===== src/rtl/memory_driver_pkg.sv =====
// Shared AXI encodings and driver state enum for the memory driver.
// No logic; constants and a size helper only.
// Imported by the interface consumer and the driver top.
package memory_driver_pkg;

    localparam logic [1:0] AXI_BURST_INCR = 2'b01;
    localparam logic [1:0] AXI_RESP_OKAY  = 2'b00;
    localparam int         FSM_STATE_W    = 3;

    typedef enum logic [FSM_STATE_W-1:0] {
        IDLE,
        WR_REQ,
        WR_RESP,
        RD_REQ,
        RD_RESP,
        RD_CPL
    } drv_state_t;

    // AXI AxSIZE encoding for a full-width beat of strb_width bytes
    function automatic logic [2:0] axi_size(input int strb_width);
        return 3'($clog2(strb_width));
    endfunction

endpackage


===== src/rtl/memory_driver_if.sv =====
// AXI4 bus bundle between the memory driver (master) and a RAM slave.
// Pure wiring, no latency.
// Backpressure carried by the per-channel valid/ready pairs.
interface memory_driver_if #(
    parameter int ADDR_W = 16,
    parameter int DATA_W = 32,
    parameter int ID_W   = 8
) ();
    localparam int STRB_W = DATA_W / 8;

    logic              awvalid;
    logic              awready;
    logic [ADDR_W-1:0] awaddr;
    logic [ID_W-1:0]   awid;
    logic [7:0]        awlen;
    logic [2:0]        awsize;
    logic [1:0]        awburst;

    logic              wvalid;
    logic              wready;
    logic [DATA_W-1:0] wdata;
    logic [STRB_W-1:0] wstrb;
    logic              wlast;

    logic              bvalid;
    logic              bready;
    logic [ID_W-1:0]   bid;
    logic [1:0]        bresp;

    logic              arvalid;
    logic              arready;
    logic [ADDR_W-1:0] araddr;
    logic [ID_W-1:0]   arid;
    logic [7:0]        arlen;
    logic [2:0]        arsize;
    logic [1:0]        arburst;

    logic              rvalid;
    logic              rready;
    logic [DATA_W-1:0] rdata;
    logic [ID_W-1:0]   rid;
    logic [1:0]        rresp;
    logic              rlast;

    modport master (
        output awvalid, awaddr, awid, awlen, awsize, awburst,
        input  awready,
        output wvalid, wdata, wstrb, wlast,
        input  wready,
        input  bvalid, bid, bresp,
        output bready,
        output arvalid, araddr, arid, arlen, arsize, arburst,
        input  arready,
        input  rvalid, rdata, rid, rresp, rlast,
        output rready
    );

    modport slave (
        input  awvalid, awaddr, awid, awlen, awsize, awburst,
        output awready,
        input  wvalid, wdata, wstrb, wlast,
        output wready,
        output bvalid, bid, bresp,
        input  bready,
        input  arvalid, araddr, arid, arlen, arsize, arburst,
        output arready,
        output rvalid, rdata, rid, rresp, rlast,
        input  rready
    );

endinterface


===== src/rtl/memory_driver.sv =====
// Converts single-word engine read/write requests into single-beat AXI4 transfers.
// Latency: accept to read data valid 3 cycles, accept to ready again after write 3 cycles (zero-wait slave).
// Backpressure: mem_ready only in IDLE (one outstanding); read data held until mem_rd_ready; AXI stalls hold state.
module memory_driver
    import memory_driver_pkg::*;
#(
    parameter int RAM_DATA_WIDTH = 32,
    parameter int RAM_ADDR_WIDTH = 16,
    parameter int RAM_STRB_WIDTH = RAM_DATA_WIDTH / 8,
    parameter int RAM_ID_WIDTH   = 8,
    parameter int AXI_ID         = 0
) (
    input  logic                      aclk,
    input  logic                      aresetn,

    input  logic                      mem_valid,
    output logic                      mem_ready,
    input  logic                      mem_rd,
    input  logic                      mem_wr,
    input  logic [RAM_ADDR_WIDTH-1:0] mem_addr,
    input  logic [RAM_DATA_WIDTH-1:0] mem_wr_data,
    output logic                      mem_rd_valid,
    input  logic                      mem_rd_ready,
    output logic [RAM_DATA_WIDTH-1:0] mem_rd_data,
    output logic                      mem_error,

    memory_driver_if.master           m_axi
);

    drv_state_t                state;
    logic [RAM_ADDR_WIDTH-1:0] addr_q;
    logic [RAM_DATA_WIDTH-1:0] wdata_q;
    logic                      awvalid_q;
    logic                      wvalid_q;
    logic                      bready_q;
    logic                      arvalid_q;
    logic                      rready_q;
    logic                      aw_pend_nxt;
    logic                      w_pend_nxt;
    logic                      unused_ok;

    // AW and W retire independently; each stays pending until its own handshake
    always_comb begin
        aw_pend_nxt = awvalid_q && !m_axi.awready;
        w_pend_nxt  = wvalid_q  && !m_axi.wready;
    end

    // Driver FSM with all handshake outputs registered
    always_ff @(posedge aclk or negedge aresetn) begin
        if (!aresetn) begin
            state        <= IDLE;
            mem_ready    <= 1'b1;
            mem_rd_valid <= 1'b0;
            mem_rd_data  <= '0;
            mem_error    <= 1'b0;
            addr_q       <= '0;
            wdata_q      <= '0;
            awvalid_q    <= 1'b0;
            wvalid_q     <= 1'b0;
            bready_q     <= 1'b0;
            arvalid_q    <= 1'b0;
            rready_q     <= 1'b0;
        end else begin
            case (state)
                IDLE: begin
                    if (mem_valid) begin
                        if (mem_wr) begin
                            // write wins a rd+wr collision, which is flagged
                            addr_q    <= mem_addr;
                            wdata_q   <= mem_wr_data;
                            awvalid_q <= 1'b1;
                            wvalid_q  <= 1'b1;
                            mem_ready <= 1'b0;
                            state     <= WR_REQ;
                            if (mem_rd) begin
                                mem_error <= 1'b1;
                            end
                        end else if (mem_rd) begin
                            addr_q    <= mem_addr;
                            arvalid_q <= 1'b1;
                            mem_ready <= 1'b0;
                            state     <= RD_REQ;
                        end else begin
                            // request with no direction is swallowed
                            mem_error <= 1'b1;
                        end
                    end
                end
                WR_REQ: begin
                    awvalid_q <= aw_pend_nxt;
                    wvalid_q  <= w_pend_nxt;
                    if (!aw_pend_nxt && !w_pend_nxt) begin
                        bready_q <= 1'b1;
                        state    <= WR_RESP;
                    end
                end
                WR_RESP: begin
                    if (m_axi.bvalid) begin
                        bready_q  <= 1'b0;
                        mem_ready <= 1'b1;
                        state     <= IDLE;
                        if (m_axi.bresp != AXI_RESP_OKAY) begin
                            mem_error <= 1'b1;
                        end
                    end
                end
                RD_REQ: begin
                    if (m_axi.arready) begin
                        arvalid_q <= 1'b0;
                        rready_q  <= 1'b1;
                        state     <= RD_RESP;
                    end
                end
                RD_RESP: begin
                    if (m_axi.rvalid) begin
                        rready_q     <= 1'b0;
                        mem_rd_data  <= m_axi.rdata;
                        mem_rd_valid <= 1'b1;
                        state        <= RD_CPL;
                        if (m_axi.rresp != AXI_RESP_OKAY) begin
                            mem_error <= 1'b1;
                        end
                    end
                end
                RD_CPL: begin
                    if (mem_rd_ready) begin
                        mem_rd_valid <= 1'b0;
                        mem_ready    <= 1'b1;
                        state        <= IDLE;
                    end
                end
                default: begin
                    state        <= IDLE;
                    mem_ready    <= 1'b1;
                    mem_rd_valid <= 1'b0;
                    awvalid_q    <= 1'b0;
                    wvalid_q     <= 1'b0;
                    bready_q     <= 1'b0;
                    arvalid_q    <= 1'b0;
                    rready_q     <= 1'b0;
                end
            endcase
        end
    end

    // Single-beat, full-width, fixed-ID bursts only
    assign m_axi.awvalid = awvalid_q;
    assign m_axi.awaddr  = addr_q;
    assign m_axi.awid    = RAM_ID_WIDTH'(AXI_ID);
    assign m_axi.awlen   = 8'd0;
    assign m_axi.awsize  = axi_size(RAM_STRB_WIDTH);
    assign m_axi.awburst = AXI_BURST_INCR;

    assign m_axi.wvalid  = wvalid_q;
    assign m_axi.wdata   = wdata_q;
    assign m_axi.wstrb   = '1;
    assign m_axi.wlast   = 1'b1;

    assign m_axi.bready  = bready_q;

    assign m_axi.arvalid = arvalid_q;
    assign m_axi.araddr  = addr_q;
    assign m_axi.arid    = RAM_ID_WIDTH'(AXI_ID);
    assign m_axi.arlen   = 8'd0;
    assign m_axi.arsize  = axi_size(RAM_STRB_WIDTH);
    assign m_axi.arburst = AXI_BURST_INCR;

    assign m_axi.rready  = rready_q;

    // IDs and rlast carry no information with one single-beat transfer in flight
    assign unused_ok = ^{m_axi.bid, m_axi.rid, m_axi.rlast};

endmodule


===== src/flat_wrapper.sv =====
// flat-port wrapper written by rule: the top's interface ports become plain ports
module memory_driver_flat import memory_driver_pkg::*;
#(
    parameter int RAM_DATA_WIDTH = 32,
    parameter int RAM_ADDR_WIDTH = 16,
    parameter int RAM_STRB_WIDTH = RAM_DATA_WIDTH / 8,
    parameter int RAM_ID_WIDTH   = 8,
    parameter int AXI_ID         = 0
)
  (aclk, aresetn, mem_valid, mem_ready, mem_rd, mem_wr, mem_addr, mem_wr_data, mem_rd_valid, mem_rd_ready, mem_rd_data, mem_error, m_axi_awvalid, m_axi_awaddr, m_axi_awid, m_axi_awlen, m_axi_awsize, m_axi_awburst, m_axi_awready, m_axi_wvalid, m_axi_wdata, m_axi_wstrb, m_axi_wlast, m_axi_wready, m_axi_bvalid, m_axi_bid, m_axi_bresp, m_axi_bready, m_axi_arvalid, m_axi_araddr, m_axi_arid, m_axi_arlen, m_axi_arsize, m_axi_arburst, m_axi_arready, m_axi_rvalid, m_axi_rdata, m_axi_rid, m_axi_rresp, m_axi_rlast, m_axi_rready);
  memory_driver_if #(.ADDR_W(16), .DATA_W(32), .ID_W(8)) m_axi_i ();
  input  logic aclk;
  input  logic aresetn;
  input  logic mem_valid;
  output logic mem_ready;
  input  logic mem_rd;
  input  logic mem_wr;
  input  logic [RAM_ADDR_WIDTH-1:0] mem_addr;
  input  logic [RAM_DATA_WIDTH-1:0] mem_wr_data;
  output logic mem_rd_valid;
  input  logic mem_rd_ready;
  output logic [RAM_DATA_WIDTH-1:0] mem_rd_data;
  output logic mem_error;
  output wire logic [$bits(m_axi_i.awvalid)-1:0] m_axi_awvalid;
  output wire logic [$bits(m_axi_i.awaddr)-1:0] m_axi_awaddr;
  output wire logic [$bits(m_axi_i.awid)-1:0] m_axi_awid;
  output wire logic [$bits(m_axi_i.awlen)-1:0] m_axi_awlen;
  output wire logic [$bits(m_axi_i.awsize)-1:0] m_axi_awsize;
  output wire logic [$bits(m_axi_i.awburst)-1:0] m_axi_awburst;
  input wire logic [$bits(m_axi_i.awready)-1:0] m_axi_awready;
  output wire logic [$bits(m_axi_i.wvalid)-1:0] m_axi_wvalid;
  output wire logic [$bits(m_axi_i.wdata)-1:0] m_axi_wdata;
  output wire logic [$bits(m_axi_i.wstrb)-1:0] m_axi_wstrb;
  output wire logic [$bits(m_axi_i.wlast)-1:0] m_axi_wlast;
  input wire logic [$bits(m_axi_i.wready)-1:0] m_axi_wready;
  input wire logic [$bits(m_axi_i.bvalid)-1:0] m_axi_bvalid;
  input wire logic [$bits(m_axi_i.bid)-1:0] m_axi_bid;
  input wire logic [$bits(m_axi_i.bresp)-1:0] m_axi_bresp;
  output wire logic [$bits(m_axi_i.bready)-1:0] m_axi_bready;
  output wire logic [$bits(m_axi_i.arvalid)-1:0] m_axi_arvalid;
  output wire logic [$bits(m_axi_i.araddr)-1:0] m_axi_araddr;
  output wire logic [$bits(m_axi_i.arid)-1:0] m_axi_arid;
  output wire logic [$bits(m_axi_i.arlen)-1:0] m_axi_arlen;
  output wire logic [$bits(m_axi_i.arsize)-1:0] m_axi_arsize;
  output wire logic [$bits(m_axi_i.arburst)-1:0] m_axi_arburst;
  input wire logic [$bits(m_axi_i.arready)-1:0] m_axi_arready;
  input wire logic [$bits(m_axi_i.rvalid)-1:0] m_axi_rvalid;
  input wire logic [$bits(m_axi_i.rdata)-1:0] m_axi_rdata;
  input wire logic [$bits(m_axi_i.rid)-1:0] m_axi_rid;
  input wire logic [$bits(m_axi_i.rresp)-1:0] m_axi_rresp;
  input wire logic [$bits(m_axi_i.rlast)-1:0] m_axi_rlast;
  output wire logic [$bits(m_axi_i.rready)-1:0] m_axi_rready;
  assign m_axi_awvalid = m_axi_i.awvalid;
  assign m_axi_awaddr = m_axi_i.awaddr;
  assign m_axi_awid = m_axi_i.awid;
  assign m_axi_awlen = m_axi_i.awlen;
  assign m_axi_awsize = m_axi_i.awsize;
  assign m_axi_awburst = m_axi_i.awburst;
  assign m_axi_i.awready = m_axi_awready;
  assign m_axi_wvalid = m_axi_i.wvalid;
  assign m_axi_wdata = m_axi_i.wdata;
  assign m_axi_wstrb = m_axi_i.wstrb;
  assign m_axi_wlast = m_axi_i.wlast;
  assign m_axi_i.wready = m_axi_wready;
  assign m_axi_i.bvalid = m_axi_bvalid;
  assign m_axi_i.bid = m_axi_bid;
  assign m_axi_i.bresp = m_axi_bresp;
  assign m_axi_bready = m_axi_i.bready;
  assign m_axi_arvalid = m_axi_i.arvalid;
  assign m_axi_araddr = m_axi_i.araddr;
  assign m_axi_arid = m_axi_i.arid;
  assign m_axi_arlen = m_axi_i.arlen;
  assign m_axi_arsize = m_axi_i.arsize;
  assign m_axi_arburst = m_axi_i.arburst;
  assign m_axi_i.arready = m_axi_arready;
  assign m_axi_i.rvalid = m_axi_rvalid;
  assign m_axi_i.rdata = m_axi_rdata;
  assign m_axi_i.rid = m_axi_rid;
  assign m_axi_i.rresp = m_axi_rresp;
  assign m_axi_i.rlast = m_axi_rlast;
  assign m_axi_rready = m_axi_i.rready;
  memory_driver #(.RAM_DATA_WIDTH(RAM_DATA_WIDTH), .RAM_ADDR_WIDTH(RAM_ADDR_WIDTH), .RAM_STRB_WIDTH(RAM_STRB_WIDTH), .RAM_ID_WIDTH(RAM_ID_WIDTH), .AXI_ID(AXI_ID)) u_core (.aclk(aclk), .aresetn(aresetn), .mem_valid(mem_valid), .mem_ready(mem_ready), .mem_rd(mem_rd), .mem_wr(mem_wr), .mem_addr(mem_addr), .mem_wr_data(mem_wr_data), .mem_rd_valid(mem_rd_valid), .mem_rd_ready(mem_rd_ready), .mem_rd_data(mem_rd_data), .mem_error(mem_error), .m_axi(m_axi_i));
endmodule

===== config.mk =====
export PLATFORM = sky130hd
export DESIGN_NAME = memory_driver_flat
export DESIGN_NICKNAME = d
export VERILOG_FILES = /design/src/rtl/memory_driver_pkg.sv /design/src/rtl/memory_driver_if.sv /design/src/rtl/memory_driver.sv /design/src/flat_wrapper.sv
export SDC_FILE = /design/constraint.sdc
export NUM_CORES = 1
export LEC_CHECK = 0
export ABC_CLOCK_PERIOD_IN_PS = 3600
export BUFFER_PORTS_ARGS = -buffer_cell sky130_fd_sc_hd__buf_4
export CELL_PAD_IN_SITES_DETAIL_PLACEMENT = 1
export CELL_PAD_IN_SITES_GLOBAL_PLACEMENT = 2
export CORE_UTILIZATION = 29
export CTS_CLUSTER_DIAMETER = 100
export DETAILED_ROUTE_END_ITERATION = 6
export PLACE_DENSITY_LB_ADDON = 0.25
export SLEW_MARGIN = 5
export SYNTH_ARGS = -nofsm -noshare
export SYNTH_HDL_FRONTEND = slang
export SYNTH_SLANG_ARGS = --single-unit

===== constraint.sdc =====
create_clock -name aclk -period 3.6 [get_ports aclk]
set_clock_uncertainty 0.05 [all_clocks]
set_input_delay 0.54 -clock aclk [delete_from_list [all_inputs] [get_ports aclk]]
set_output_delay 0.54 -clock aclk [all_outputs]
set_load 0.005 [all_outputs]

## After elaboration in Yosys (flattened, before gate mapping)

Index checks and enable logic that the tools add are counted.

| storage, ports and cells | value |
|---|---|
| flip-flop bits (word level) | 91 |
| bits in latches | 0 |
| RAM bits | 0 |
| bits in read-only memories | 0 |
| word-level logic and storage cells | 109 |
| memories | 0 |

| cells by class | value |
|---|---|
| add/sub/neg operators | 0 |
| multiply operators | 0 |
| divide/modulo/power cells | 0 |
| magnitude comparators | 0 |
| equal/unequal tests | 19 |
| shift-type cells | 0 |
| muxes and demuxes | 43 |
| bitwise operators | 6 |
| reductions and logical operators | 29 |

Operators with widths:

| kind | count |
|---|---|
| $mux 16 | 2 |
| $mux 1 | 24 |
| $mux 3 | 8 |
| $pmux 1 s3 | 7 |
| $reduce_or 4->1 | 5 |
| $pmux 3 s6 | 1 |
| $reduce_and 3->1 | 6 |
| $ne 2x2->1 const B | 8 |
| $reduce_and 5->1 | 2 |
| $ne 3x3->1 const B | 3 |
| $reduce_and 8->1 | 1 |
| $reduce_and 7->1 | 1 |
| $eq 3x2->1 const B | 2 |
| $eq 3x3->1 const B | 2 |
| $ne 2x1->1 const B | 3 |
| $not 1->1 | 6 |
| $reduce_bool 2->1 | 3 |
| $logic_not 1->1 | 4 |
| $pmux 1 s4 | 1 |
| $eq 3x1->1 const B | 1 |
| $logic_and 1x1->1 | 3 |
| $logic_not 3->1 | 1 |
| $reduce_bool 3->1 | 1 |
| $reduce_or 3->1 | 1 |
| $reduce_and 2->1 | 1 |

## Depth between registers and ports, before layout

Gate-level depths: netlist of run 1.

| depth | value |
|---|---|
| depth after elaboration | 6 |
| depth in mapped cells | 6 |
| mapped depth without buffers | 5 |

## Least setup slack after synthesis of run 1

No wires, ideal clock.

| timing | value |
|---|---|
| path kind | input -> register |
| start | input port mem_valid |
| end | register u_core.addr_q[10], in the netlist u_core.m_axi.araddr[10] |
| setup time | 125 ps |
| arrival | 1,420 ps |
| setup slack | 2,005 ps |
| stages on the path | 4 |
| cell sequence | nor2b_2 > nand3b_4 > buf_6 > mux2_4 |

| on the way | value |
|---|---|
| longest elaborated chain between the ends | 1 |

Ends and longest elaborated chain:

| item | line | source |
|---|---|---|
| start, declared | flat_wrapper.sv:14 | `input logic mem_valid;` |
| $reduce_and 3->1 (no source line) | -- |  |
| end signal, assigned | memory_driver.sv:69 | `addr_q <= mem_addr;` |
| end signal, assigned | memory_driver.sv:79 | `addr_q <= mem_addr;` |
| end, declared | memory_driver.sv:31 | `logic [RAM_ADDR_WIDTH-1:0] addr_q;` |

Every way passes these cells.
A chain may end at the register's enable or synchronous reset.

## Worst setup path after layout of run 1

| timing | value |
|---|---|
| start | register u_core.state[0] |
| end | register u_core.mem_rd_data[29] |

| on the way | value |
|---|---|
| longest elaborated chain between the ends | 2 |

Ends and longest elaborated chain:

| item | line | source |
|---|---|---|
| start, declared | memory_driver.sv:30 | `drv_state_t state;` |
| start signal, assigned | memory_driver.sv:51 | `state <= IDLE;` |
| start signal, assigned | memory_driver.sv:74 | `state <= WR_REQ;` |
| start signal, assigned | memory_driver.sv:82 | `state <= RD_REQ;` |
| $eq 3x3->1 | memory_driver.sv:64 | `case (state)` |
| $reduce_and 2->1 (no source line) | -- |  |
| end signal, assigned | memory_driver.sv:117 | `mem_rd_data <= m_axi.rdata;` |
| end, declared | memory_driver.sv:24 | `output logic [RAM_DATA_WIDTH-1:0] mem_rd_data,` |

Every way passes these cells.

==> results.cfg, run 1 <==
[synth]
syn_area_per_cell_um2 = 14.0
netlist_area_um2 = 4480
syn_inst = 319
ys_warn_count = 0
ys.flop_type = dfrtp_1
ys_seq_elements = 91
synth_edf_count = 0
synth-async-reset-ratio_pct = 100
yosysSeqAreaShare_pct = 50.9
synth_cell_types = 39

[grt]
antenna_found_initial = 0
first_global_vias = 3088
grt_pass1_wl_um = 17300
grtUsageTotal_pct = 14.3
grt-ovfl-total = 0
grt_max_degree = 35

[timing]
hold_viol = 0
finalSetupViolCount = 0
fin_tns_setup_ps = 0
relSlewSlack_pct = 53.2
rsz0062_at_grt = no
tightest_slew_ps = 701
fmax_mhz = 416
period_share_pct = 66.8
timing.hold.ws_ps = 68.3
period_minus_slack_ps = 2410
maxSlewViolCount = 0

[run_status]
run_status = finished, final reports clean

[final_layout]
multi_input_area_um2 = 1710
drive_gt1_share_pct = 60.4
seq_area_um2 = 2280
num_antenna_cells = 0
post_layout_nonfiller_instances = 693
final_common_cell = buf_4
post-route-cell-area_um2 = 6090
fillers = 1638
layout_common_cells = 202 x buf_4, 90 x dfrtp_1, 67 x mux2_4
area_growth_pct = 36.0
fin_nets = 612

[routing]
antenna_left = 0
drt_wl_total_um = 10900
wl_per_cell_um = 15.7
vias_per_cell = 4.26
drt-initial-drc-count = 111
dr.pass1.iters = 4
vias = 2955
drc_errors = 0

[die]
dieArea_um2 = 15900
io_pins = 263
floorplan.initialDensity_pct = 29.6
die_h_um = 126
die_w_um = 126
fp.coreArea_um2 = 15100
rows = 45

[setup_path]
startpoint_type = flop
worst_setup_path_end_kind = flop
crit_type = reg -> reg
critPathMaxFanout = 22
cp.arrival_ps = 2590
cp.required_ps = 3790

[cts]
cts-root-buf = clkbuf_16
ctsHtreeMaxLevel = 3
cts_tree = yes
hold_buffers = 0
clock_sinks = 91
cts_resized = 0
insertion_delay_ps = 350
clock_path_buffers = 2
path_clk_slew_ps = 70
post_cts_buffers = 0
cts_made_buffers = 9

[pwr]
power_density_nw_per_um2 = 827
ir_drop_uv = 252
power.leakage_nw = 3.17
power.total_mw = 5.03

[flow_run]
cap_violations = 0

[placement]
gp_congestion = 0.710
numPortBuffers = 198
dpl.hpwl_um = 7830
placed_area_um2 = 5770
placedCellCount = 677

[hold_path]
hold_class = in -> async
==> cells in the mapped netlist, types with 5 or more instances <==
cell / instances / share of area [%]
dfrtp_1: 90 / 50
nand2_1: 5 / 0.42
inv_1: 9 / 0.75
nor2_1: 7 / 0.59
o21ai_0: 10 / 1.1
mux2_4: 67 / 22
a21oi_1: 5 / 0.56
buf_4: 65 / 11
mux2_2: 13 / 3.3
buf_6: 6 / 1.5
nand3_1: 5 / 0.56
==> where the power goes <==
group          switching, mW  internal [mW]
clock                  0.416          0.610
combinational          0.670           1.43
sequential             0.389           1.52
total                   1.48           3.56
==> final timing paths <==
check                                             start                            endpoint  slack, ps  depth (start not counted)
min                                             aresetn   u_core.m_axi.wdata[9]$_DFFE_PN0P_         70                          1
min reg2reg                u_core.mem_error$_DFFE_PN0P_        u_core.mem_error$_DFFE_PN0P_        430                          2
max                         u_core.state[0]$_DFFE_PN0P_  u_core.mem_rd_data[29]$_DFFE_PN0P_       1190                          4
min in group aclk                        mem_wr_data[9]   u_core.m_axi.wdata[9]$_DFFE_PN0P_        360                          2
max in group asynchronous                       aresetn  u_core.mem_rd_data[29]$_DFFE_PN0P_       2610                          2
max reg2reg                 u_core.state[0]$_DFFE_PN0P_  u_core.mem_rd_data[29]$_DFFE_PN0P_       1190                          4
==> per-layer routing <==
layer,track usage [%],up-vias,wire [um]
li1,-,1336,-
met3,5.44,15,878
met5,0,-,0
met4,4.46,0,138
met2,21.9,152,5120
met1,18.5,1452,4760
==> kinds of logic (layout without fill, tap and decap cells) <==
group	after synthesis	count (layout)	share of synthesized area, %
other	2	47	0.168
AOI/OAI and AO/OA	32	32	4.58
and+or+nand+nor	28	28	3.83
buffers and inverters	86	227	14.8
muxes	80	80	25.7
DFF	91	91	50.9
==> final cells by class <==
| class | count | share of cell area (%) |
|---|---|---|
| Sequential cell | 91 | 37.4 |
| Multi-Input combinational cell | 187 | 28.0 |
| Timing Repair Buffer | 202 | 24.9 |
| Tap cell | 188 | 3.86 |
| Clock buffer | 10 | 3.76 |
| Clock inverter | 6 | 1.46 |
| Inverter | 9 | 0.555 |
==> worst max-delay path, cell delays in order (launching register included) <==
cell     delay [ps]
dfrtp_1         640
nor2_4          280
and3_2          680
buf_4           300
mux2_4          320
==> flip-flops by register name, indices dropped and copies added (netlist names) <==
register / flops
u_core.m_axi.wdata: 32
u_core.mem_rd_valid: 1
u_core.m_axi.bready: 1
u_core.m_axi.arvalid: 1
u_core.m_axi.wvalid: 1
u_core.m_axi.awvalid: 1
u_core.mem_error: 1
u_core.m_axi.rready: 1
u_core.mem_ready: 1
u_core.state: 3
u_core.m_axi.araddr: 16
u_core.mem_rd_data: 32
==> through the flow <==
stage | utilization (%) | setup WS (ps)
after floorplan | - | 2010
after global placement | 38.1 | 1220
after detailed placement | 38.1 | 1190
after CTS | 40.2 | 1180
after global routing | 40.2 | 1060
final | 40.2 | 1190
(Power assumes the default switching activity.)
==> run 2: changes to the inputs <==
--- a/config.mk
+++ b/config.mk
@@ -5,11 +5,11 @@
 export SDC_FILE = /design/constraint.sdc
 export NUM_CORES = 1
 export LEC_CHECK = 0
-export ABC_CLOCK_PERIOD_IN_PS = 3600
+export ABC_CLOCK_PERIOD_IN_PS = 2240
 export BUFFER_PORTS_ARGS = -buffer_cell sky130_fd_sc_hd__buf_4
 export CELL_PAD_IN_SITES_DETAIL_PLACEMENT = 1
 export CELL_PAD_IN_SITES_GLOBAL_PLACEMENT = 2
-export CORE_UTILIZATION = 29
+export CORE_UTILIZATION = 26
 export CTS_CLUSTER_DIAMETER = 100
 export DETAILED_ROUTE_END_ITERATION = 6
 export PLACE_DENSITY_LB_ADDON = 0.25
==> constraint.sdc (replaced) <==
create_clock -name aclk -period 2.24 [get_ports aclk]
set_clock_uncertainty 0.05 [all_clocks]
set_input_delay 0.336 -clock aclk [delete_from_list [all_inputs] [get_ports aclk]]
set_output_delay 0.336 -clock aclk [all_outputs]
set_load 0.005 [all_outputs]
==> results.cfg, run 2 (same netlist as run 1, synthesis figures left out) <==
[setup_path]
r2r-start = u_core.state[1]$_DFFE_PN0P_
worst_setup_path_end_kind = flop
rrSetupSlack_ps = 530
r2r-end = u_core.mem_rd_data[0]$_DFFE_PN0P_
startpoint_type = flop
crit_family = flip-flops
worstPathCellList = nor2_4 -> and3_2 -> buf_12 -> mux2_2
cp_slowest_cell = dfrtp_1
cp.buffers_inverters = 1
crit_type = reg -> reg
cp.arrival_ps = 1880
cp.required_ps = 2410
slowest_delay_ps = 490
ff2ff_path_depth = 4
critPathMaxFanout = 32

[routing]
antenna_left = 0
drc_errors = 0
drt-initial-drc-count = 75
drt_wl_total_um = 11200
vias = 2978
dr.pass1.iters = 4
vias_per_cell = 4.09
wl_per_cell_um = 15.4

[cts]
hold_buffers = 1
path_clk_slew_ps = 70
cts_tree = yes
insertion_delay_ps = 340
ctsHtreeMaxLevel = 3
clock_path_buffers = 2
clock_sinks = 91
cts_resized = 0
cts_made_buffers = 9
post_cts_buffers = 0
cts-root-buf = clkbuf_16

[die]
dieArea_um2 = 17700
io_pins = 263
die_h_um = 133
die_w_um = 133
rows = 47
fp.coreArea_um2 = 16700
floorplan.initialDensity_pct = 26.8

[run_status]
run_status = finished, final reports clean

[placement]
gp_congestion = 0.711
numPortBuffers = 198
dp_slack_ps = 527
dpl.hpwl_um = 8130

[timing]
period_minus_slack_ps = 1710
finalSetupViolCount = 0
rsz0062_at_grt = no
fmax_mhz = 586
period_share_pct = 76.2
hold_viol = 0
setup_slack_ps = 533
maxSlewViolCount = 0
fin_tns_setup_ps = 0
tightest_slew_ps = 568
relSlewSlack_pct = 62.2

[hold_path]
worstHoldPathCells = 2
hp-start = m_axi_rdata[3]
hold_class = in -> reg
hold-path-endpoint = u_core.mem_rd_data[3]$_DFFE_PN0P_

[grt]
grtUsageTotal_pct = 12.9
first_global_vias = 3134
antenna_found_initial = 1
grt_pass1_wl_um = 17500
grt_max_degree = 55
grt-ovfl-total = 0

[final_layout]
layout_common_cells = 201 x buf_4, 90 x dfrtp_1, 67 x mux2_4
area_growth_pct = 37.9
drive_gt1_share_pct = 60.4
num_antenna_cells = 0
fin_nets = 615
final_common_cell = buf_4

[pwr]
ir_drop_uv = 404
power_density_nw_per_um2 = 1300
power.leakage_nw = 3.18

[flow_run]
cap_violations = 0
==> run 2: how the worst max path moves through the flow <==
stage               slack, ps                                  to  cells after the start                        start
global route              400         u_core.state[0]$_DFFE_PN0P_                      6  u_core.state[1]$_DFFE_PN0P_
floorplan                 680  u_core.mem_rd_data[10]$_DFFE_PN0P_                      6  u_core.state[0]$_DFFE_PN0P_
detailed placement        530   u_core.mem_rd_data[0]$_DFFE_PN0P_                      4  u_core.state[1]$_DFFE_PN0P_
CTS                       510   u_core.mem_rd_data[0]$_DFFE_PN0P_                      4  u_core.state[1]$_DFFE_PN0P_
finish                    530   u_core.mem_rd_data[0]$_DFFE_PN0P_                      4  u_core.state[1]$_DFFE_PN0P_
global placement          550   u_core.mem_rd_data[0]$_DFFE_PN0P_                      4  u_core.state[1]$_DFFE_PN0P_
==> run 2: report_power, final <==
part           internal, mW  leakage, nW  switching (mW)  total [mW]
Sequential             2.44         1.09           0.523        2.96
Clock                 0.876        0.140           0.683        1.56
Combinational          2.34         1.95            1.19        3.53
Total                  5.66         3.18            2.40        8.06
==> run 2: per-layer routing <==
layer	wire length, um	global-route usage [%]
met1	4720	15.5
met2	5500	21.8
met3	847	4.11
met4	132	4.17
met5	9	0
==> run 2: layout make-up <==
type	instances	area, um2
Clock buffer	10	229
Multi-Input combinational cell	187	1710
Clock inverter	6	71.3
Timing Repair Buffer	205	1580
Inverter	9	33.8
Fill cell	1860	10500
Tap cell	220	275
Sequential cell	91	2280
==> run 2: stage by stage <==
step	power (mW)	std cells	area, um2	hold WS, ps	util, %
after detailed placement	6.58	711	5860	320	35.1
after global placement	6.49	711	5860	310	35.1
after global routing	8.62	728	6170	144	37.0
after floorplan	4.95	364	4650	-9.59	-
after CTS	8.23	728	6170	147	37.0
final	8.06	728	6170	167	37.0
